**config.mk**
```make
export PLATFORM = sky130hd
export DESIGN_NAME = threshold_scan_sequencer
export DESIGN_NICKNAME = d
export VERILOG_FILES = /design/src/rtl/threshold_scan_sequencer.sv
export SDC_FILE = /design/constraint.sdc
export NUM_CORES = 1
export LEC_CHECK = 0
export ABC_CLOCK_PERIOD_IN_PS = 10600
export BUFFER_PORTS_ARGS = -buffer_cell sky130_fd_sc_hd__clkbuf_2
export CAP_MARGIN = 25
export CELL_PAD_IN_SITES_DETAIL_PLACEMENT = 1
export CELL_PAD_IN_SITES_GLOBAL_PLACEMENT = 2
export CORE_MARGIN = 4
export CORE_UTILIZATION = 40
export DETAILED_ROUTE_END_ITERATION = 8
export PLACE_DENSITY_LB_ADDON = 0.15
export RECOVER_POWER = 50
export SYNTH_ARGS = -nofsm -noshare
export SYNTH_HDL_FRONTEND = slang
export SYNTH_SLANG_ARGS = --single-unit
```
**constraint.sdc**
```tcl
create_clock -name clk -period 10.6 [get_ports clk]
set_input_delay 0.53 -clock clk [delete_from_list [all_inputs] [get_ports clk]]
set_output_delay 0.53 -clock clk [all_outputs]
set_load 0.02 [all_outputs]
```
**src/rtl/threshold_scan_sequencer.sv**
```systemverilog
// Threshold-scan (S-curve) sequencer: steps a signed discriminator threshold, lets it settle,
// counts trigger rising edges over a dwell window and streams each (threshold, count) result.
module threshold_scan_sequencer #(
  parameter int N_P     = 12,
  parameter int DWELL_W = 24,
  parameter int CNT_W   = 16,
  parameter int SET_W   = 8
) (
  input  logic               clk,
  input  logic               reset,
  input  logic               start,
  input  logic               abort,
  input  logic [N_P-1:0]     thr_start,
  input  logic [N_P-1:0]     thr_stop,
  input  logic [N_P-2:0]     thr_step,
  input  logic [SET_W-1:0]   settle_cycles,
  input  logic [DWELL_W-1:0] dwell_cycles,
  input  logic               trigger,
  output logic [N_P-1:0]     threshold,
  output logic               busy,
  output logic               done,
  output logic               res_valid,
  input  logic               res_ready,
  output logic [N_P-1:0]     res_threshold,
  output logic [CNT_W-1:0]   res_count,
  output logic               res_sat
);

  typedef enum logic [2:0] {
    IDLE,
    SETTLE,
    DWELL,
    REPORT,
    DONE
  } state_t;

  localparam logic [N_P:0]     MaxPos = {2'b00, {(N_P-1){1'b1}}};
  localparam logic [CNT_W-1:0] CntMax = '1;

  state_t             state_q;
  logic [N_P-1:0]     stop_q;
  logic [N_P-2:0]     step_q;
  logic [SET_W-1:0]   settle_q;
  logic [DWELL_W-1:0] dwell_q;
  logic [SET_W-1:0]   settleCnt_q;
  logic [DWELL_W-1:0] dwellCnt_q;
  logic [CNT_W-1:0]   trigCnt_q;
  logic               trigger_q;
  logic [N_P-1:0]     threshold_q;
  logic               busy_q;
  logic               done_q;
  logic               resValid_q;
  logic [N_P-1:0]     resThreshold_q;
  logic [CNT_W-1:0]   resCount_q;
  logic               resSat_q;

  logic               trigEdge;
  logic [CNT_W-1:0]   cnt_d;
  logic               cntSat;
  logic [N_P-2:0]     stepEff;
  logic [N_P:0]       next_d;
  logic               lastPoint;

  // Count includes the edge seen in the current DWELL cycle so the final cycle is not lost
  assign trigEdge = trigger & ~trigger_q;
  assign cnt_d    = (trigEdge && (trigCnt_q != CntMax)) ? trigCnt_q + 1'b1 : trigCnt_q;
  assign cntSat   = (cnt_d == CntMax);

  // Next threshold is formed one bit wider so positive overflow is caught instead of wrapping
  assign stepEff   = (step_q == '0) ? {{(N_P-2){1'b0}}, 1'b1} : step_q;
  assign next_d    = {threshold_q[N_P-1], threshold_q} + {2'b00, stepEff};
  assign lastPoint = ($signed(next_d) > $signed({stop_q[N_P-1], stop_q})) ||
                     ($signed(next_d) > $signed(MaxPos));

  function automatic logic [DWELL_W-1:0] dwellLoad(input logic [DWELL_W-1:0] cycles);
    return (cycles == '0) ? '0 : cycles - 1'b1;
  endfunction

  always_ff @(posedge clk or negedge reset) begin
    if (!reset) begin
      state_q        <= IDLE;
      stop_q         <= '0;
      step_q         <= '0;
      settle_q       <= '0;
      dwell_q        <= '0;
      settleCnt_q    <= '0;
      dwellCnt_q     <= '0;
      trigCnt_q      <= '0;
      trigger_q      <= 1'b0;
      threshold_q    <= '0;
      busy_q         <= 1'b0;
      done_q         <= 1'b0;
      resValid_q     <= 1'b0;
      resThreshold_q <= '0;
      resCount_q     <= '0;
      resSat_q       <= 1'b0;
    end else begin
      trigger_q <= trigger;
      done_q    <= 1'b0;
      // Abort outranks everything else, including a handshake in the same cycle
      if (abort && (state_q != IDLE)) begin
        state_q    <= IDLE;
        busy_q     <= 1'b0;
        resValid_q <= 1'b0;
      end else begin
        case (state_q)
          IDLE: begin
            if (start && !abort) begin
              stop_q      <= thr_stop;
              step_q      <= thr_step;
              settle_q    <= settle_cycles;
              dwell_q     <= dwell_cycles;
              threshold_q <= thr_start;
              busy_q      <= 1'b1;
              if (settle_cycles != '0) begin
                state_q     <= SETTLE;
                settleCnt_q <= settle_cycles - 1'b1;
              end else begin
                state_q    <= DWELL;
                dwellCnt_q <= dwellLoad(dwell_cycles);
                trigCnt_q  <= '0;
              end
            end
          end
          SETTLE: begin
            if (settleCnt_q == '0) begin
              state_q    <= DWELL;
              dwellCnt_q <= dwellLoad(dwell_q);
              trigCnt_q  <= '0;
            end else begin
              settleCnt_q <= settleCnt_q - 1'b1;
            end
          end
          DWELL: begin
            trigCnt_q <= cnt_d;
            if (dwellCnt_q == '0) begin
              state_q        <= REPORT;
              resValid_q     <= 1'b1;
              resThreshold_q <= threshold_q;
              resCount_q     <= cnt_d;
              resSat_q       <= cntSat;
            end else begin
              dwellCnt_q <= dwellCnt_q - 1'b1;
            end
          end
          REPORT: begin
            if (res_ready) begin
              resValid_q <= 1'b0;
              if (lastPoint) begin
                state_q <= DONE;
                done_q  <= 1'b1;
              end else begin
                threshold_q <= next_d[N_P-1:0];
                if (settle_q != '0) begin
                  state_q     <= SETTLE;
                  settleCnt_q <= settle_q - 1'b1;
                end else begin
                  state_q    <= DWELL;
                  dwellCnt_q <= dwellLoad(dwell_q);
                  trigCnt_q  <= '0;
                end
              end
            end
          end
          DONE: begin
            busy_q  <= 1'b0;
            state_q <= IDLE;
          end
          default: begin
            state_q <= IDLE;
          end
        endcase
      end
    end
  end

  assign threshold     = threshold_q;
  assign busy          = busy_q;
  assign done          = done_q;
  assign res_valid     = resValid_q;
  assign res_threshold = resThreshold_q;
  assign res_count     = resCount_q;
  assign res_sat       = resSat_q;

endmodule

```
After elaboration in Yosys (flattened, before gate mapping) --
Cells that the tools add are included.
Operators by class: bitwise gates (word level) 3, reduce and logical (&&, ||, !) cells 28, equality and inequality tests 20, $add $sub $neg 8, $lt $le $gt $ge 2, mux-type cells 50
Operator list (number):
- 24-bit two-way mux | 9
- 16-bit two-way mux | 7
- 24-bit one-hot mux with 4 select lines | 1
- 24-bit logical NOT | 3
- 24-bit by 1-bit subtractor with 24-bit output, second input constant | 3
- 16-bit one-hot mux with 4 select lines | 1
- 8-bit two-way mux | 6
- 12-bit two-way mux | 3
- 12-bit one-hot mux with 2 select lines | 1
- 8-bit one-hot mux with 3 select lines | 1
- 8-bit by 1-bit subtractor with 8-bit output, second input constant | 3
- 2-bit != test, second input constant | 10
- 3-bit two-way mux | 6
- 16-bit by 1-bit adder with 16-bit output, second input constant | 1
- 16-bit equality test, second input constant | 1
- 16-bit != test, second input constant | 1
- 8-bit AND reduction | 2
- 8-bit nonzero test | 2
- 12-bit by 12-bit adder with 13-bit output | 1
- 13-bit by 12-bit > comparator with 1-bit output | 1
- 13-bit by 12-bit > comparator with 1-bit output, second input constant | 1
- 3-bit != test, second input constant | 4
- 3-bit one-hot mux with 4 select lines | 1
- 3-bit nonzero test | 4
- other kinds (22) | 38
Word-level totals: word-level logic and storage cells 127, output and inout bits 44, register bits after elaboration 151, bits of input ports 73

Longest topological paths before layout --
Gate-level depths: netlist of run 1.
depth after elaboration 9, mapped depth 19

Least setup slack after synthesis of run 1 --
No wires, ideal clock.
path kind reg2reg, start register step_q[7], end register settleCnt_q[0], library setup time 0.125 ns, stages on the path, launching flop included 17, path buffers 0, data required time 10.475 ns, setup slack 6.356 ns, arrival time 4.120 ns, cells stage by stage dfrtp_1 -> nor4_1 -> a31o_2 -> ha_1 -> fa_1 -> a21oi_2 -> o2111ai_1 -> a31oi_1 -> o31a_2 -> ha_1 -> nand2b_1 -> or3_1 -> o31ai_1 -> o31a_4 -> o21ai_4 -> a2111oi_4 -> mux2_2
Between the ends: word-level cells in the longest chain between the ends 7, elaborated cells on any way between the ends 8, those cells by class 1 x add/sub; 2 x order compare; 1 x eq/ne; 1 x mux; 3 x reduce/logical
RTL lines:
- start, declared | line 42 | logic [N_P-2:0] step_q;
- start signal, assigned | line 110 | step_q <= thr_step;
- 11-bit logical NOT | line 70 | assign stepEff = (step_q == '0) ? {{(N_P-2){1'b0}}, 1'b1} : step_q;
- 11-bit two-way mux * | line 70
- 12-bit by 12-bit adder with 13-bit output * | line 71 | assign next_d = {threshold_q[N_P-1], threshold_q} + {2'b00, stepEff};
- 13-bit by 12-bit > comparator with 1-bit output (on tied branches) | line 72, 73
- 1-bit logical OR * | line 72 | assign lastPoint = ($signed(next_d) > $signed({stop_q[N_P-1], stop_q})) ||
- 2-bit != test (no source line) *
- 8-bit AND reduction (no source line) *
- end signal, assigned | line 117 | settleCnt_q <= settle_cycles - 1'b1;
- end signal, assigned | line 131 | settleCnt_q <= settleCnt_q - 1'b1;
- end signal, assigned | line 156 | settleCnt_q <= settle_q - 1'b1;
- end, declared | line 45 | logic [SET_W-1:0] settleCnt_q;
Mark *: on every way between the ends. The rest lies on a longest branch, timed or not. A chain may end at the register's enable or synchronous reset.

Final worst setup path of run 1 --
start register step_q[7], end register settleCnt_q[6]
Same word-level chain as after synthesis.

==> reports/metrics.yaml, run 1 <==
postLayoutCoreUtil_pct: 46.92
clkPwrFrac_pct: 18.9
slew-limit-headroom_pct: -213.9
synth_mux_area_share_pct: 11.45
postCtsHoldBufs: 0
place.gp.congestion: 0.7925
multi_input_area_mm2: 0.005069
synth_fa_ha_area_share_pct: 4.299
clock_latency_ns: 0.43
use_met3_pct: 4.052
die-area_mm2: 0.02548
clk_pin_slew_ns: 0.07
syn_avg_cell_area_um2: 9.328
vias: 7737
overflow: 0
antenna_left: 0
crit_top_cell: "ha_1"
total_power_mw: 3.230
worstSetupPathType: "reg2reg"
num_io_pins: 117
fin_hold_ws_ns: 0.2464
grt-busiest-layer: "met2"
antenna_cells: 0
ys_seq_area_share_pct: 41.08
finalNetCount: 1190
cellLeakagePower_nw: 4.537
synth_seq_cells: 151
met2_usage_pct: 35.64
grt_max_degree: 84
worstSetupStartpointType: "flop"
first_global_vias: 8276
syn_nets: 1090
clockRootBuffer: "clkbuf_16"
maxSlewViolCount: 84
fin_tns_setup_ns: 0
cp.required_ns: 10.91
skew_ns: 0.009506
p_sw_mw: 1.407
worst-path-max-fanout: 8
min_period_ns: 5.009
grt_pass1_wl_um: 44270
max_freq_ghz: 0.1997
worst_pin_slew_ns: 4.709
seqPwrFrac_pct: 31.7
yosysWarnings: 0
power.internal_mw: 1.822
htreeDepth: 4
coreArea_mm2: 0.02264
wirelength_um: 26690
setup_ws_ns: 5.591
switching_share_pct: 43.58
layout-drive-gt1-share_pct: 22.13
cts_buffer_depth: 2
synth_top_family_by_area: "simple AND/OR/NAND/NOR gates"
first_iter_violations: 353
synth_compound_area_share_pct: 14.86
drc: 0
setup-violations-final: 0
netlist_area_mm2: 0.009198
yosys.area_share.xor_xnor_pct: 6.666
yosys.area.top_type: "dfrtp_1"
cap_viol_max_count: 1
crit_path_max_incr_delay_ns: 0.67
viasPerCell: 5.594
combPwrFrac_pct: 49.4
crit_chain: "nor4_1 > a31o_2 > ha_1 > fa_1 > a21oi_2 > o2111ai_1 > a31oi_1 > o31a_2 > ha_1 > nand2b_1 > or3_1 > o31ai_1 > o31a_4 > o21ai_4 > a2111oi_4 > mux2_2"
track_usage_pct: 21.23
cts.repair.resized: 0
clkSinkCount: 151
crit_slowest_cell: "a2111oi_4"
final-seq-area_mm2: 0.003779
firstDrtPassIters: 5
hold_violations: 0
postCtsSetupBuffers: 0
power_density_mw_per_mm2: 304.0
pre_cts_slack_ns: 5.657
ys_async_sr_fraction_pct: 100.0
hpwl_um: 19430
violations: "max-capacitance violations, max-slew violations"
end_kind: "flop"
grtUsageMet1_pct: 28.25
ir_drop_mv: 0.1491
die_x_um: 159.6
rsz0062_at_grt: "no"
ys.flop_type: "dfrtp_1"
wl_per_cell_um: 19.30
syn_to_final_growth_pct: 15.49
start_util_pct: 40.62
numPortBuffers: 116
synth_edf_count: 0
status: "finished, violations left"
cts-buffers-inserted: 17
die_y_um: 159.6
cts_tree: "yes"
hold_class: "in2reg"
fin_crit_sh_pct: 47.25
ys_types: 77
antenna_found_initial: 1
synth_cells: 986
synth_area_leaders: "dfrtp_1 41%, mux2_2 10%, xnor2_1 5.0%"
yosys.area_share.simple_pct: 17.63
rows: 55
critPathArrivalTime_ns: 5.32
num-fill-cells: 2652
synth.top_cell.area_share_pct: 41.08
==> layout make-up <==
cell class	instances	share of cell area (%)
Clock inverter	13	1.402
Timing Repair Buffer	128	6.360
Tap cell	285	3.357
Clock buffer	18	4.040
Inverter	44	1.555
Sequential cell	151	35.57
Multi-Input combinational cell	744	47.71
==> per-layer routing <==
| layer | share of wire [%] | wire length [um] | vias up |
|---|---|---|---|
| met4 | 1.3 | 359 | 2 |
| met3 | 3.4 | 896 | 28 |
| met1 | 46 | 12380 | 3867 |
| met5 | 0.049 | 13 | - |
| li1 | - | - | 3727 |
| met2 | 49 | 13040 | 113 |
==> logic make-up after synthesis <==
family / count (synthesis)
AO/OA/AOI/OAI: 213
adder cells (fa/ha/maj): 31
multiplexers: 95
flip-flops: 151
AND/OR/NAND/NOR: 335
XOR/XNOR: 70
buffers and inverters: 91
==> Yosys cell counts (3+ instances only) <==
library cell / count
nor3_1: 41
clkbuf_1: 32
mux2i_1: 13
nor4_1: 24
a31oi_1: 13
nand3_1: 18
nand4_1: 11
or3_1: 11
nand2b_1: 11
nor2_1: 108
xor2_1: 17
o41ai_1: 4
nand4b_1: 3
buf_2: 8
or4_1: 4
a21o_1: 4
o31ai_1: 8
a21oi_1: 60
nand2_1: 81
a211oi_1: 5
ha_1: 30
nor2b_1: 7
o22ai_1: 17
dfrtp_1: 151
mux2_2: 82
xnor2_1: 53
inv_1: 44
o21ai_0: 65
==> power by group through the flow <==
stage | Sequential (mW) | Combinational [mW] | Clock (mW)
after floorplan | 0.978 | 1.21 | 0
after global placement | 1.02 | 1.57 | 0
after detailed placement | 1.03 | 1.60 | 0
after CTS | 1.02 | 1.62 | 0.624
after global routing | 1.06 | 1.80 | 0.651
final | 1.02 | 1.60 | 0.611
==> final timing paths <==
kind | cells past startpoint | startpoint | to | slack [ns]
worst max-delay path | 16 | step_q[7] | settleCnt_q[6] | 5.59
worst max register to register | 16 | step_q[7] | settleCnt_q[6] | 5.59
min in group asynchronous | 1 | reset | res_count[12] | 1.79
worst min-delay path | 1 | trigger | trigger_q | 0.25
max in group asynchronous | 1 | reset | dwellCnt_q[7] | 6.18
worst min register to register | 1 | stop_q[7] | stop_q[7] | 0.51
==> critical path, delay by kind of cell, from the launching register on <==
family | cells | cell delay [ns]
and+or+nand+nor | 3 | 0.85
adders and majority gates | 3 | 0.79
muxes | 1 | 0.41
DFF | 1 | 0.40
AOI/OAI and AO/OA | 9 | 2.43
==> layout by cell type (no fill, tap or decap), types with 13 or more instances in the layout <==
master,instances
a21oi_1,60
a31oi_1,13
clkbuf_1,25
clkbuf_16,17
clkbuf_2,93
dfrtp_1,151
ha_1,30
inv_1,44
mux2_2,82
mux2i_1,13
nand2_1,80
nand3_1,18
nor2_1,108
nor3_1,40
nor4_1,24
o21ai_0,65
o22ai_1,17
xnor2_1,53
xor2_1,17
==> through the flow <==
step / cell area [um^2] / cells
4_1_cts: 10620 / 1381
2_1_floorplan: 9198 / 986
6_report: 10620 / 1383
5_1_grt: 10620 / 1383
3_3_place_gp: 10020 / 1349
3_5_place_dp: 10040 / 1350
==> sequential cells by signal, summed over array words and instances (netlist names), 3 cells and up <==
register and cells:
dwellCnt_q 24, dwell_q 24, res_count 16, trigCnt_q 16, res_threshold 12, stop_q 12
threshold 12, step_q 11, settleCnt_q 8, settle_q 8, state_q 3
Note: power is estimated with default switching activity, not from simulation.
==> run 2, diff against run 1 <==
ABC_CLOCK_PERIOD_IN_PS = 4400   (was 10600)
CORE_UTILIZATION = 33   (was 40)
clock period = 4.4 ns   (was 10.6 ns; I/O delays follow)
==> run 2 against run 1 <==
Against the previous run:
- flip-flop and latch count did not move
- utilization fell by 6.3 points
- wire length rose by 3.5%
- sequential power rose by 140%
- maximum frequency rose by 19%
- the run still ends with max-capacitance violations, max-slew violations left
==> reports/metrics.yaml, run 2 (synthesis gave the netlist of run 1 again) <==
die-area_mm2: 0.03061
wl_met1_um: 13050
start_util_pct: 33.84
met2WireLength_um: 13490
num_io_pins: 117
viasPerCell: 5.178
numPortBuffers: 116
wirelength_um: 27630
cellLeakagePower_nw: 4.638
clkSinkCount: 151
dpl.cell_count: 1463
final_common_cell: "dfrtp_1"
setup-violations-final: 0
hold_violations: 0
highest_layer: "met4"
antenna_cells: 0
skew_ns: 0.01001
final_cells: 1503
min_period_ns: 4.193
antenna_found_initial: 0
reg2regPathDepth: 19
drc: 0
hold_class: "in2reg"
worstSetupPathType: "reg2reg"
worst-path-max-fanout: 4
startpoint: "step_q[2]"
cts_buffer_depth: 2
wl_met3_um: 890
htreeDepth: 4
pre_cts_slack_ns: -0.04853
ir_drop_mv: 0.3918
critPathArrivalTime_ns: 4.51
syn_to_final_growth_pct: 20.01
worstSetupStartpointType: "flop"
reg_top3: "dwellCnt_q x24, dwell_q x24"
cts_tree: "yes"
grt_max_degree: 68
worst_pin_slew_ns: 3.227
final-seq-area_mm2: 0.003779
coreArea_mm2: 0.02718
firstDrtPassIters: 4
multi_input_area_mm2: 0.005121
status: "finished, violations left"
reg2reg_to: "threshold[0]"
cap_viol_max_count: 1
grt_pass1_wl_um: 45220
die_y_um: 174.9
cp.required_ns: 4.72
r2r_slack_ns: 0.21
clk_pin_slew_ns: 0.07
endpoint: "threshold[0]"
first_iter_violations: 313
vias: 7783
r2r_start: "step_q[2]"
cts-buffers-inserted: 17
power_density_mw_per_mm2: 743.1
layout_common_cells: "151 x dfrtp_1, 108 x nor2_1, 82 x mux2_2"
layout-drive-gt1-share_pct: 22.63
die_x_um: 174.9
violations: "max-capacitance violations, max-slew violations"
clock_latency_ns: 0.44
overflow: 0
fin_hold_ws_ns: 0.01384
rows: 60
track_usage_pct: 18.29
place.gp.congestion: 0.8164
setup_ws_ns: 0.2069
first_global_vias: 8304
wl_per_cell_um: 18.38
clockRootBuffer: "clkbuf_16"
end_kind: "flop"
max_freq_ghz: 0.2385
num-fill-cells: 3198
maxSlewViolCount: 68
slew-limit-headroom_pct: -115.1
hpwl_um: 20310
finalNetCount: 1223
fin_crit_sh_pct: 95.30
antenna_left: 0
-- run 2: cell count changes in the layout (fill, tap and decap cells not counted), sizes merged --
cell | before | now
inv | 47 | 46
dlymetal6s2s | 1 | 0
clkdlybuf4s15 | 0 | 1
dlygate4sd3 | 0 | 6
clkinvlp | 6 | 3
buf | 10 | 39
clkinv | 2 | 4
-- run 2: area by class of cell --
type	instances	share of cell area, %
clock buffers	20	4.137
clock inverters	11	1.122
inverters	44	1.496
multi-input cells	744	46.40
flip-flops and latches	151	34.23
well taps	372	4.217
repair buffers	161	8.399
-- run 2: timing repair --
| item | CTS | global route |
|---|---|---|
| pin swaps | 0 | 8 |
| buffers inserted | 0 | 3 |
| setup endpoints to repair | 10 | 41 |
| cloned | 0 | 0 |
| resized for setup | 5 | 5 |
| hold endpoints to repair | 70 | 0 |
| hold buffers | 6 | 0 |
-- run 2: metrics by stage --
step	utilization, %	power, mW	TNS, ns	instance area, um^2
after floorplan	-	5.265	0	9198
after global placement	38.17	6.535	0	10370
after detailed placement	38.17	6.625	-0.2821	10370
after CTS	40.62	8.220	0	11040
after global routing	40.62	8.921	-1.628	11040
final	40.62	8.202	0	11040
-- run 2: worst max-delay path, stage by stage, from the launching register on --
cell and delay, ns:
dfrtp_1 0.38, nor4_2 0.06, a31o_2 0.24, ha_1 0.21, fa_2 0.37, a21oi_2 0.18
o2111ai_2 0.14, a31oi_2 0.25, o21ai_0 0.13, xnor2_1 0.23, ha_1 0.28, nand2_1 0.06
nor2_1 0.06, a221oi_1 0.32, o31ai_2 0.14, o31a_4 0.15, o21ai_4 0.18, a21o_1 0.17
buf_4 0.17, mux2_2 0.33
-- run 2: routing by layer --
metal / global-route usage [%] / vias up
met5: 0 / -
met3: 3.765 / 14
met2: 31.11 / 111
li1: - / 3786
met1: 24.43 / 3872
met4: 3.339 / 0
-- run 2: report_power, final --
part | switching, mW | internal [mW]
Clock | 0.634 | 0.863
Sequential | 0.558 | 1.90
Combinational | 2.34 | 1.91
-- run 2: worst min path at each step --
| stage | from | endpoint | cells after the start |
|---|---|---|---|
| 6_report | thr_stop[6] | stop_q[6] | 2 |
| 5_1_grt | thr_stop[7] | stop_q[7] | 2 |
| 4_1_cts | thr_stop[0] | stop_q[0] | 2 |
| 3_5_place_dp | reset | res_count[14] | 1 |
| 3_3_place_gp | reset | res_count[15] | 1 |
| 2_1_floorplan | reset | busy | 0 |
